<file path="config.mk">
export PLATFORM = sky130hd
export DESIGN_NAME = ppu_cgram_port
export DESIGN_NICKNAME = d
export VERILOG_FILES = /design/src/rtl/ppu_regs_pkg.sv /design/src/rtl/ppu_cgram_port.sv
export SDC_FILE = /design/constraint.sdc
export NUM_CORES = 1
export LEC_CHECK = 0
export ABC_AREA = 1
export CAP_MARGIN = 20
export CORE_MARGIN = 4
export CORE_UTILIZATION = 41
export CTS_BUF_LIST = sky130_fd_sc_hd__clkbuf_4 sky130_fd_sc_hd__clkbuf_8
export DETAILED_ROUTE_END_ITERATION = 16
export PLACE_DENSITY = 0.72
export SKIP_LAST_GASP = 1
export SLEW_MARGIN = 20
export SYNTH_ARGS = -nofsm -noshare
export SYNTH_HDL_FRONTEND = slang
export SYNTH_SLANG_ARGS = --single-unit
</file>
<file path="constraint.sdc">
create_clock -name clk -period 1.9 [get_ports clk]
set_input_delay 0.38 -clock clk [delete_from_list [all_inputs] [get_ports clk]]
set_output_delay 0.38 -clock clk [all_outputs]
set_load 0.1 [all_outputs]
</file>
<file path="src/rtl/ppu_regs_pkg.sv">
// PPU B-bus register offsets shared by the PPU register decoders, plus the
// CGRAM CPU-port sequencer state type.
package ppu_regs_pkg;

    localparam logic [7:0] REG_CGADD  = 8'h21;
    localparam logic [7:0] REG_CGDATA = 8'h22;
    localparam logic [7:0] REG_CGREAD = 8'h3B;

    typedef enum logic [1:0] {
        IDLE    = 2'd0,
        RD_WAIT = 2'd1,
        RD_DATA = 2'd2
    } cgram_state_t;

endpackage

</file>
<file path="src/rtl/ppu_cgram_port.sv">
// CPU-side access controller for the 256x15 palette RAM (CGRAM), port A.
// Handles CGADD / CGDATA / CGDATAREAD: address counter, shared low/high byte
// flip-flop, write low-byte latch and the 1-cycle-latency BRAM read.
//
//  state   | meaning
//  --------+-----------------------------------------------------------
//  IDLE    | accepting strobes; writes finish here in one clock
//  RD_WAIT | read issued to the BRAM (cg_cea high, cg_wrea low)
//  RD_DATA | cg_douta valid; result loaded into pa_dout, valid pulsed
module ppu_cgram_port #(
    parameter int         ADDR_W     = 8,
    parameter int         DATA_W     = 15,
    parameter logic [7:0] REG_CGADD  = ppu_regs_pkg::REG_CGADD,
    parameter logic [7:0] REG_CGDATA = ppu_regs_pkg::REG_CGDATA,
    parameter logic [7:0] REG_CGREAD = ppu_regs_pkg::REG_CGREAD
) (
    input  logic              clk,
    input  logic              reset,
    input  logic [7:0]        pa_addr,
    input  logic              pa_wr,
    input  logic              pa_rd,
    input  logic [7:0]        pa_din,
    input  logic              ob_bit7,
    output logic [7:0]        pa_dout,
    output logic              pa_dout_valid,
    output logic              cg_cea,
    output logic              cg_wrea,
    output logic [ADDR_W-1:0] cg_ada,
    output logic [DATA_W-1:0] cg_dina,
    input  logic [DATA_W-1:0] cg_douta
);
    import ppu_regs_pkg::*;

    cgram_state_t      r_state;
    cgram_state_t      w_state_nxt;
    logic [ADDR_W-1:0] r_cg_addr;
    logic              r_ff;
    logic [7:0]        r_lo_latch;
    logic [7:0]        r_pa_dout;
    logic              r_pa_dout_valid;
    logic              r_cg_cea;
    logic              r_cg_wrea;
    logic [ADDR_W-1:0] r_cg_ada;
    logic [DATA_W-1:0] r_cg_dina;

    logic w_idle;
    logic w_wr_add;
    logic w_wr_data;
    logic w_rd_start;

    // Strobes are only honoured in IDLE; a write strobe always shadows a read.
    assign w_idle     = (r_state == IDLE);
    assign w_wr_add   = w_idle && pa_wr && (pa_addr == REG_CGADD);
    assign w_wr_data  = w_idle && pa_wr && (pa_addr == REG_CGDATA);
    assign w_rd_start = w_idle && !pa_wr && pa_rd && (pa_addr == REG_CGREAD);

    // State register.
    always_ff @(posedge clk) begin
        if (reset) begin
            r_state <= IDLE;
        end else begin
            r_state <= w_state_nxt;
        end
    end

    // Next-state logic: a read walks IDLE -> RD_WAIT -> RD_DATA -> IDLE.
    always_comb begin
        w_state_nxt = r_state;
        case (r_state)
            IDLE:    if (w_rd_start) w_state_nxt = RD_WAIT;
            RD_WAIT: w_state_nxt = RD_DATA;
            RD_DATA: w_state_nxt = IDLE;
            default: w_state_nxt = IDLE;
        endcase
    end

    // Datapath: address counter, byte flip-flop, low-byte latch and RAM port drive.
    always_ff @(posedge clk) begin
        if (reset) begin
            r_cg_addr       <= '0;
            r_ff            <= 1'b0;
            r_lo_latch      <= 8'h00;
            r_pa_dout       <= 8'h00;
            r_pa_dout_valid <= 1'b0;
            r_cg_cea        <= 1'b0;
            r_cg_wrea       <= 1'b0;
            r_cg_ada        <= '0;
            r_cg_dina       <= '0;
        end else begin
            r_cg_cea        <= 1'b0;
            r_cg_wrea       <= 1'b0;
            r_pa_dout_valid <= 1'b0;

            if (w_wr_add) begin
                r_cg_addr <= pa_din[ADDR_W-1:0];
                r_ff      <= 1'b0;
            end else if (w_wr_data) begin
                if (!r_ff) begin
                    r_lo_latch <= pa_din;
                    r_ff       <= 1'b1;
                end else begin
                    // pa_din[7] has no storage in a 15-bit BGR555 word.
                    r_cg_cea  <= 1'b1;
                    r_cg_wrea <= 1'b1;
                    r_cg_ada  <= r_cg_addr;
                    r_cg_dina <= {pa_din[6:0], r_lo_latch};
                    r_cg_addr <= r_cg_addr + 1'b1;
                    r_ff      <= 1'b0;
                end
            end else if (w_rd_start) begin
                r_cg_cea <= 1'b1;
                r_cg_ada <= r_cg_addr;
            end

            // BRAM output registered on the RD_WAIT edge is stable through RD_DATA.
            if (r_state == RD_DATA) begin
                r_pa_dout_valid <= 1'b1;
                if (!r_ff) begin
                    r_pa_dout <= cg_douta[7:0];
                    r_ff      <= 1'b1;
                end else begin
                    r_pa_dout <= {ob_bit7, cg_douta[14:8]};
                    r_ff      <= 1'b0;
                    r_cg_addr <= r_cg_addr + 1'b1;
                end
            end
        end
    end

    assign pa_dout       = r_pa_dout;
    assign pa_dout_valid = r_pa_dout_valid;
    assign cg_cea        = r_cg_cea;
    assign cg_wrea       = r_cg_wrea;
    assign cg_ada        = r_cg_ada;
    assign cg_dina       = r_cg_dina;

endmodule

</file>
==> results summary, run 1 <==
The count of nets left with antenna violations after detail routing came out at 0. The slowest stage cell on the critical path is sky130_fd_sc_hd__clkdlybuf4s50_1. The floorplan die height came out at 82.6 µm. The number of clock sinks came out at 53.

The worst setup path is launched from an input port. The power per cell area came out at 601 nW/µm². The largest buffer count on any clock path is 2. The average footprint of a synthesized cell is 7.28 µm². Synthesis produced a netlist whose cell count is 313. For this run, the slowest stage of the critical path takes 0.50 ns.

Entering global routing, the biggest net connects 24 pins. The final setup violation count came out at 0. The leakage power summed over all cells is 1.40 nW. The number of resized instances in the post-cts repair step came out at 0. The number of placed I/O pins is 70. The core region is 5240 µm². The most used flip-flop cell after synthesis is sky130_fd_sc_hd__dfxtp_1. The post-synthesis to final-layout area growth is 38.1%. Summed over all layers, the global routing overflow is 0.

Grouping stages by cell kind, the critical path spends the most delay in buffers and inverters. The iteration-0 DRC count of the detailed router came out at 125. The initial antenna violation count is 0.

The data required time of the critical path came out at 2.10 ns. In the global route stage, overall resource usage came out at 17.4%. The CTS H-tree depth is 2. The placement row count is 26. The post-layout instance count excluding filler cells came out at 462.

After clock tree synthesis, the clock-pin slew on the worst setup and hold paths is 0.10 ns. The number of enable flip-flop cells after synthesis is 0. The number of buffers created by CTS is 5. Prior to clock tree synthesis, the placed netlist has a worst setup slack of -0.0556 ns.

The biggest fanout along the worst timing path came out at 17. The die covers 6820 µm². The first-pass iteration count of the detailed router is 4. Of the available clock period, the critical path in the final layout requires 85.3%.

The flip-flop and latch count after synthesis is 53. The worst hold path was traced through 2 stages. The start-to-end type of the worst setup path is in -> reg. Leaving out fill and tap cells, the most frequent cells in the layout are sky130_fd_sc_hd__nor2_1, sky130_fd_sc_hd__dfxtp_1, sky130_fd_sc_hd__nand2_1. The count of hold buffers inserted by post-cts repair is 0. The number of nets produced by synthesis came out at 350. The number of global-route vias before repair came out at 2206. The data arrival time of the critical path is 1.82 ns. The total negative setup slack is 0 ns. The overall routed net length came out at 5.40 mm. The cell that appears most often on the critical path is sky130_fd_sc_hd__nand2_1. STA classifies the critical path endpoint as a flip-flop. The weighted congestion reported at the end of routability-driven placement is 0.797. Setup repair after global routing left no endpoint under its margin. The via count normalized by instance count is 4.81. The number of max-slew violations in the final report is 0.

The final cell area excluding filler cells came out at 3150 µm². The width of the die is 82.6 µm. The first global-routing pass estimated 9.39 mm of wire.

The minimum period implied by the final worst setup slack came out at 1.62 ns. The number of library cell types mapped by synthesis is 27. The logic depth of the worst path, buffers included is 8. In this run the clock root is driven by a sky130_fd_sc_hd__clkbuf_8. The fraction of layout instances using a drive strength above 1 is 18.6%.

Yosys printed 0 warnings. Measured in cells, the most critical reg-to-reg path has a length of 8. The worst-case IR drop observed on VDD is 0.312 mV. The total number of vias came out at 2224. The DRC violation count after routing came out at 0. After the last flow step, the layout net total stands at 428. The worst max-slew margin expressed relative to the limit is 76.0%.

The tightest min-delay check is of the reg -> reg type. The cell area reported after detailed placement came out at 3060 µm². Walking the worst path, the cells encountered are clkdlybuf4s50_1, nand2_1, nor2_1, nand3_4, inv_2, nand2_1, nand3_1, a21oi_1.

The async set-reset flop share out of synthesis came out at 0%. The repair_antennas step left the layout with diodes totalling 0. The flow ran to the end, and the final reports show no timing, DRC or antenna violations. During placement, the flow inserted port buffers numbering 69. Setup slack on the worst reg-to-reg path comes out at 0.47 ns. The leading cell type in the layout, fill and taps excluded is sky130_fd_sc_hd__nor2_1.

The post-synthesis instance area is 2280 µm². Max-cap violations in this run came to 0. The maximum clock frequency came out at 0.617 GHz.

Setup slack on the critical path of the routed design comes to 0.280 ns. Dividing the detail-routed wire length by the instance count gives 11.7 µm. The half-perimeter wire length of the detailed placement result came out at 4.07 mm. The number of hold violations in the final report came out at 0. The number of buffers inserted to repair setup after CTS came out at 0. For this configuration, the core starts out at a cell density of 43.5%. TritonCTS built the clock tree. The setup clock skew after layout is 0.0124 ns.

The register area share after synthesis came out at 46.5%. Including well taps, the total number of placed cells is 454. The total chip power came out at 0.00189 W.

The clock latency at the later pin of the worst-skew pair is 0.31 ns. At the pin with the least slew margin, the transition time is 0.358 ns. The number of buffer and inverter instances along the worst setup path is 2.
-- flip-flops by register name, indices dropped and copies added, names as in the netlist, 2 cells and up --
register and flops:
r_lo_latch 8, pa_dout 8, cg_ada 8, r_state 2, r_cg_addr 8, cg_dina 15
-- stage by stage --
stage          util [%]  hold WS, ns
6_report           60.1        0.494
5_1_grt            60.1        0.515
4_1_cts            60.1        0.497
2_1_floorplan         -        0.449
3_3_place_gp       58.4        0.471
3_5_place_dp       58.4        0.472
-- final timing paths --
path,startpoint,to
setup / recovery,pa_addr[1],r_cg_addr[2]
setup reg to reg,r_state[0],r_cg_addr[2]
hold reg to reg,r_lo_latch[3],r_lo_latch[3]
hold / removal,r_lo_latch[3],r_lo_latch[3]
-- layout make-up --
cell class	count	area [µm²]
Sequential cell	53	1060
Clock inverter	3	21.3
Timing Repair Buffer	79	743
Multi-Input combinational cell	223	1060
Clock buffer	5	68.8
Fill cell	511	2090
Tap cell	70	87.6
Inverter	29	110
-- metal layers --
metal	GRT usage [%]	wire length (µm)
met5	0	0
met4	5.56	58
met3	5.53	417
met2	30.0	2590
met1	20.5	2330
-- synthesized netlist by cell type, types with 3 or more instances --
| library cell | number | area share, % |
|---|---|---|
| sky130_fd_sc_hd__a21oi_1 | 22 | 4.8 |
| sky130_fd_sc_hd__buf_6 | 3 | 1.5 |
| sky130_fd_sc_hd__clkbuf_1 | 4 | 0.66 |
| sky130_fd_sc_hd__dfxtp_1 | 53 | 47 |
| sky130_fd_sc_hd__inv_1 | 22 | 3.6 |
| sky130_fd_sc_hd__inv_2 | 4 | 0.66 |
| sky130_fd_sc_hd__nand2_1 | 47 | 7.7 |
| sky130_fd_sc_hd__nand3_1 | 9 | 2.0 |
| sky130_fd_sc_hd__nor2_1 | 68 | 11 |
| sky130_fd_sc_hd__nor2_2 | 9 | 2.5 |
| sky130_fd_sc_hd__o21ai_0 | 45 | 9.9 |
| sky130_fd_sc_hd__o21ai_1 | 4 | 0.88 |
-- power by group --
part / switching (W) / internal, W / total [W]
registers: 0.000000866 / 0.00111 / 0.00111
clock network: 0.000380 / 0.000262 / 0.000642
logic: 0.0000543 / 0.0000830 / 0.000137
total: 0.000435 / 0.00146 / 0.00189
-- logic make-up (layout without fill, tap and decap cells) --
logic type,count (synthesis),count (layout),share of synthesized area [%]
AO/OA/AOI/OAI,74,74,16.5
XOR/XNOR,2,2,0.769
adder cells (fa/ha/maj),1,1,0.549
buffers and inverters,37,116,7.13
flip-flops,53,53,46.5
AND/OR/NAND/NOR,146,146,28.5
-- tightest hold or removal path: cells and delay by family (launching register included) --
family	cells	cell delay [ns]
AND/OR/NAND/NOR	2	0.14
flip-flops	1	0.32
No activity file was read; power rests on OpenSTA's default activity.
==> run 2, diff against run 1 <==
--- a/config.mk
+++ b/config.mk
@@ -12,6 +12,7 @@
 export CTS_BUF_LIST = sky130_fd_sc_hd__clkbuf_4 sky130_fd_sc_hd__clkbuf_8
 export DETAILED_ROUTE_END_ITERATION = 16
 export PLACE_DENSITY = 0.72
+export RECOVER_POWER = 25
 export SKIP_LAST_GASP = 1
 export SLEW_MARGIN = 20
 export SYNTH_ARGS = -nofsm -noshare
==> results summary, run 2 (synthesis results as in run 1) <==
The count of hold buffers inserted by post-cts repair was 0 (unchanged). The final cell area excluding filler cells is 3040 µm² (-3.5%). The via count normalized by instance count came out at 4.82 (about the same). The CTS H-tree depth came out at 2 (unchanged). The dominant delay contributor by cell family on the critical path is buffers and inverters. The data arrival time of the critical path is 1.82 ns (about the same).

The count of nets left with antenna violations after detail routing is 0 (unchanged). The maximum clock frequency came out at 0.617 GHz (about the same). The cell area reported after detailed placement came out at 3060 µm² (unchanged). The number of buffers inserted to repair setup after CTS is 0 (unchanged).

The final-stage net count came out at 428 (unchanged). The effective utilization at floorplan is 43.5% (unchanged). The number of I/O port buffers was 69 (unchanged). The most numerous cell type found on the critical path is sky130_fd_sc_hd__nand2_1. The setup clock skew after layout was 0.0133 ns (+0.000913 ns). In this run the critical register-to-register path is captured at r_cg_addr[2]. The number of buffers created by CTS came out at 5 (unchanged). The number of hold violations in the final report came out at 0 (unchanged). The die footprint is 6820 µm² (unchanged). The area of the core is 5240 µm² (unchanged). The final setup violation count came out at 0 (unchanged).

The tree is rooted in a sky130_fd_sc_hd__clkbuf_8. The leakage power summed over all cells is 1.37 nW (-2.3%). Traced cell by cell, the critical path runs through clkdlybuf4s50_1, nand2_1, nor2_1, nand3_4, inv_2, nand2_1, nand3_1, a21oi_1. The overall routed net length came out at 5.41 mm (+0.19%).

The total chip power came to 0.00189 W (-0.14%). The mean routed wirelength per cell came out at 11.7 µm (+0.19%). The minimum period implied by the final worst setup slack came out at 1.62 ns (-0.000666 ns). The stage delay of the slowest cell on the critical path came out at 0.50 ns (about the same).

The worst hold path belongs to the class reg -> reg. The fraction of layout instances using a drive strength above 1 was 18.4% (-0.26 points). The data required time of the critical path came out at 2.10 ns (about the same).

The clock latency at the later pin of the worst-skew pair is 0.31 ns (about the same). The biggest fanout along the worst timing path came out at 17 (unchanged). The power per cell area is 622 nW/µm² (+3.5%). The placement row count was 26 (unchanged). The worst max-slew margin expressed relative to the limit is 63.3% (-13 points). The flow ran to the end, and the final reports show no timing, DRC or antenna violations. The number of global-route vias before repair is 2206 (unchanged). Setup repair after global routing left no endpoint under its margin.

The total negative setup slack is 0 ns (unchanged). The initial antenna violation count was 0 (unchanged). The half-perimeter wire length of the detailed placement result came out at 4.07 mm (unchanged). The diode insertion count for antenna repair is 0 (unchanged). The start-to-end type of the worst setup path is in -> reg. The floorplan die height came out at 82.6 µm (unchanged). The max-cap violation count came out at 0 (unchanged). The total number of vias came out at 2225 (+0.045%). The number of clock sinks is 53 (unchanged).

The core occupancy in the finished layout came out at 58.0% (-2.1 points). The largest buffer count on any clock path came to 2 (unchanged). The flip-flop count of the largest register, all copies and words added came out at 15 (unchanged). The hold path depth was 2 (unchanged). The global-route wire length before repair came out at 9.39 mm (unchanged). The worst setup path is launched from an input port.

The first-pass iteration count of the detailed router is 5 (+1). The clock-pin slew on the worst setup and hold paths came to 0.10 ns (about the same). The weighted congestion reported at the end of routability-driven placement came out at 0.797 (unchanged). The peak ir drop on the vdd network is 0.311 mV (-0.15%). The maximum number of pins on one net before global-route repair is 24 (unchanged).

STA classifies the critical path endpoint as a flip-flop. The most critical setup path has its startpoint at pa_addr[1]. The DRC violation count after routing was 0 (unchanged). The iteration-0 DRC count of the detailed router was 113 (-9.6%). The global router's overall resource usage came out at 17.4% (unchanged). The number of max-slew violations in the final report came out at 0 (unchanged). The library cell used most frequently in the layout, excluding fill and tap cells, is sky130_fd_sc_hd__nor2_1. TritonCTS built the clock tree. The number of resized instances in the post-cts repair step is 0 (unchanged). The final worst-path cycle share is 85.2% (about the same). The total of fill cells in the finished design is 531 (+3.9%). The post-synthesis to final-layout area growth came out at 33.2%. The logic depth of the worst path, buffers included was 8 (unchanged).

The depth of the worst register-to-register path came out at 8 (unchanged). The remaining global-route overflow is 0 (unchanged). The transition time of the tightest slew-check pin came out at 0.553 ns (+0.195 ns). Leaving out fill and tap cells, the most frequent cells in the layout are sky130_fd_sc_hd__nor2_1, sky130_fd_sc_hd__dfxtp_1, sky130_fd_sc_hd__nand2_1. The width of the die came out at 82.6 µm (unchanged). In this run the critical register-to-register path is launched from r_state[0].

The number of buffer and inverter instances along the worst setup path came out at 2 (unchanged). The number of placed I/O pins is 70 (unchanged). The worst setup slack for register-to-register paths came out at 0.47 ns (about the same).

The end point of the critical path is r_cg_addr[2]. The slowest stage of the critical path belongs to the cell sky130_fd_sc_hd__clkdlybuf4s50_1.
[run 2: changes by cell type in the layout (fill, tap and decap cells not counted), sizes merged]
cell    change
buf        -19
clkbuf     +19
[run 2: worst min-delay path, delay by kind of cell (launching register included)]
family | cells | cell delay (ns)
flops | 1 | 0.33
simple gates | 2 | 0.13
[run 2: per-layer routing]
layer | wire length [µm] | part of all wire (%) | up-vias | track usage [%]
li1 | - | - | 1163 | -
met1 | 2340 | 43 | 979 | 20.5
met2 | 2580 | 48 | 78 | 30.0
met3 | 434 | 8.0 | 5 | 5.53
met4 | 59 | 1.1 | 0 | 5.56
met5 | 0 | 0 | - | 0
[run 2: area by class of cell]
class | instances | area [µm²] | area share, %
tap | 70 | 87.6 | 2.88
clock buffer | 5 | 68.8 | 2.27
inverter | 29 | 110 | 3.63
timing repair buffer | 79 | 632 | 20.8
sequential | 53 | 1060 | 34.9
multi-input combinational | 223 | 1060 | 34.8
clock inverter | 3 | 21.3 | 0.700
[run 2: worst min-delay path by stage]
stage                              from      endpoint  slack [ns]
after CTS                     cg_ada[1]     cg_ada[1]        0.50
after global placement        cg_ada[2]     cg_ada[2]        0.47
after global routing          cg_ada[1]     cg_ada[1]        0.51
after detailed placement  r_lo_latch[3]    cg_dina[3]        0.47
after floorplan                   reset  r_cg_addr[1]        0.45
final                         cg_ada[6]     cg_ada[6]        0.49
[run 2: metrics by stage]
| step | setup slack (ns) | hold slack [ns] | std cells |
|---|---|---|---|
| after global routing | 0.123 | 0.515 | 462 |
| after detailed placement | -0.0556 | 0.472 | 454 |
| after global placement | -0.0405 | 0.471 | 454 |
| after floorplan | 0.528 | 0.449 | 313 |
| after CTS | 0.274 | 0.497 | 462 |
| final | 0.280 | 0.489 | 462 |
[run 2: where the power goes]
group	leakage [nW]	total (W)	switching [W]	internal [W]
Sequential	0.427	0.00111	0.000000807	0.00111
Clock	0.0445	0.000641	0.000379	0.000262
Combinational	0.894	0.000136	0.0000542	0.0000817
==> run 3, diff against run 2 <==
--- a/config.mk
+++ b/config.mk
@@ -7,7 +7,7 @@
 export LEC_CHECK = 0
 export ABC_AREA = 1
 export CAP_MARGIN = 20
-export CORE_MARGIN = 4
+export CORE_MARGIN = 3
 export CORE_UTILIZATION = 41
 export CTS_BUF_LIST = sky130_fd_sc_hd__clkbuf_4 sky130_fd_sc_hd__clkbuf_8
 export DETAILED_ROUTE_END_ITERATION = 16
==> results summary, run 3 (synthesis results as in run 1) <==
The hold slack is 0.490 ns (+0.000903 ns). The width of the die came to 80.6 µm (-2.4%). The leakage power summed over all cells came out at 1.37 nW (+0.56%). Setup repair after global routing left no endpoint under its margin. The post-route worst setup slack is 0.249 ns (-0.0313 ns). The CTS H-tree depth came out at 2 (unchanged). The overall routed net length is 5.32 mm (-1.7%). The largest buffer count on any clock path came to 2 (unchanged). The area of the multi-input gates is 1060 µm² (unchanged).

The total of fill cells in the finished design came out at 512 (-3.6%). The final worst-path cycle share is 86.9% (+1.6 points). The sequential cell area in the final layout is 1060 µm² (unchanged).

The area of the core came out at 5240 µm² (unchanged). The final-stage net count is 429 (+0.23%). The peak ir drop on the vdd network is 0.339 mV (+9.1%).

The critical path capture point type is a flip-flop. The number of max-slew violations in the final report came to 0 (unchanged). The cell area reported after detailed placement is 3050 µm² (-0.16%). The effective utilization at floorplan came out at 43.5% (unchanged). The transition time of the tightest slew-check pin was 0.553 ns (-0.000239 ns). The placement row count came out at 26 (unchanged). The die footprint came to 6490 µm² (-4.8%).

The number of global-route vias before repair is 2103 (-4.7%). The mean routed wirelength per cell came out at 11.5 µm (-1.9%). The half-perimeter wire length of the detailed placement result came out at 3.98 mm (-2.2%). The clock latency at the later pin of the worst-skew pair is 0.31 ns (about the same). The weighted congestion reported at the end of routability-driven placement is 0.849 (+6.5%). The iteration-0 DRC count of the detailed router was 123 (+8.8%). The number of placed I/O pins came to 70 (unchanged). The maximum clock frequency is 0.606 GHz (-1.9%). The maximum number of pins on one net before global-route repair is 25 (+4.2%).

The clock-pin slew on the worst setup and hold paths is 0.10 ns (about the same). The number of resized instances in the post-cts repair step is 0 (unchanged). The via count normalized by instance count came out at 4.87 (+1.1%). The number of I/O port buffers came to 69 (unchanged). The first-pass iteration count of the detailed router is 4 (-1). The data arrival time of the critical path is 1.89 ns (+0.07 ns).

The power per cell area is 620 nW/µm² (-0.25%). The worst hold path belongs to the class reg -> reg. The area growth from synthesis to layout is 33.6%.

The number of buffers created by CTS came out at 5 (unchanged). The DRC violation count after routing came out at 0 (unchanged). The remaining global-route overflow is 0 (unchanged). The minimum period implied by the final worst setup slack came to 1.65 ns (+0.0313 ns). The data required time of the critical path is 2.14 ns (+0.04 ns). The final cell area excluding filler cells came out at 3050 µm² (+0.29%). In this run the clock root is driven by a sky130_fd_sc_hd__clkbuf_8.

The number of buffers inserted to repair setup after CTS is 0 (unchanged). The global-route wire length before repair was 9.04 mm (-3.7%). The global router's overall resource usage is 17.4% (-0.056 points).

The total number of vias came out at 2255 (+1.3%). The fraction of layout instances using a drive strength above 1 came out at 18.6% (+0.21 points). The number of clock sinks is 53 (unchanged).

The flow ran to the end, and the final reports show no timing, DRC or antenna violations. The CTS tree is yes. The start-to-end type of the worst setup path is in -> reg. The count of hold buffers inserted by post-cts repair came to 0 (unchanged). The flip-flop count of the largest register, all copies and words added came to 15 (unchanged).

Leaving out fill and tap cells, the most frequent cell in the layout is sky130_fd_sc_hd__nor2_1. The top cell types in the final layout, fill and taps aside, are sky130_fd_sc_hd__nor2_1, sky130_fd_sc_hd__dfxtp_1, sky130_fd_sc_hd__nand2_1. The biggest fanout along the worst timing path is 9 (-8). The max-cap violation count is 0 (unchanged). The final setup violation count was 0 (unchanged). The worst setup path is launched from an input port. The number of hold violations in the final report came out at 0 (unchanged). The floorplan die height came to 80.6 µm (-2.4%).

The worst max-slew margin expressed relative to the limit is 63.3% (about the same). The setup clock skew after layout came to 0.00873 ns (-0.00462 ns). The diode insertion count for antenna repair is 0 (unchanged). The initial antenna violation count is 0 (unchanged). The count of nets left with antenna violations after detail routing is 0 (unchanged). The worst slack at placement came out at -0.0771 ns (-0.0214 ns).
run 3: cell count changes in the layout (fill, tap and decap cells not counted):
cell / delta
sky130_fd_sc_hd__clkinv_4: +2
sky130_fd_sc_hd__buf_4: +1
sky130_fd_sc_hd__clkinvlp_4: -1
sky130_fd_sc_hd__inv_6: -1
run 3: area by class of cell:
cell class | instances | area share [%]
flip-flops and latches | 53 | 34.8
well taps | 70 | 2.88
inverters | 29 | 3.62
clock buffers | 5 | 2.26
multi-input cells | 223 | 34.7
clock inverters | 3 | 0.740
repair buffers | 80 | 21.0
run 3: worst paths after layout:
| check | cells past startpoint | slack (ns) | from | end |
|---|---|---|---|---|
| max reg2reg | 8 | 0.44 | r_state[0] | r_lo_latch[7] |
| max | 8 | 0.25 | pa_addr[1] | r_lo_latch[7] |
| min | 2 | 0.49 | cg_ada[2] | cg_ada[2] |
| min reg2reg | 2 | 0.49 | cg_ada[2] | cg_ada[2] |
run 3: worst max-delay path, cell delays in order:
cell	delay, ns
sky130_fd_sc_hd__clkdlybuf4s50_1	0.50
sky130_fd_sc_hd__nand2_1	0.06
sky130_fd_sc_hd__nor2_1	0.22
sky130_fd_sc_hd__buf_4	0.17
sky130_fd_sc_hd__nand3_2	0.17
sky130_fd_sc_hd__clkinv_2	0.17
sky130_fd_sc_hd__o21ai_0	0.09
sky130_fd_sc_hd__a21oi_1	0.13
run 3: metrics by stage:
step / util [%] / std cells / total power, W / setup TNS [ns]
global placement: 58.3 / 455 / 0.00128 / -0.103
CTS: 60.0 / 463 / 0.00191 / 0
detailed placement: 58.3 / 455 / 0.00128 / -0.252
finish: 58.1 / 463 / 0.00189 / 0
global route: 58.1 / 463 / 0.00197 / 0
floorplan: - / 313 / 0.00118 / 0
run 3: report_power, final:
group | switching [W] | internal (W)
registers | 0.000000799 | 0.00111
clock network | 0.000379 | 0.000262
logic | 0.0000545 | 0.0000817
total | 0.000435 | 0.00145
run 3: layer usage:
layer  global-route usage, %  part of all wire (%)
met3                    4.93                   7.0
met5                       0                     0
met4                    4.73                  0.83
met2                    30.2                    48
met1                    20.8                    45
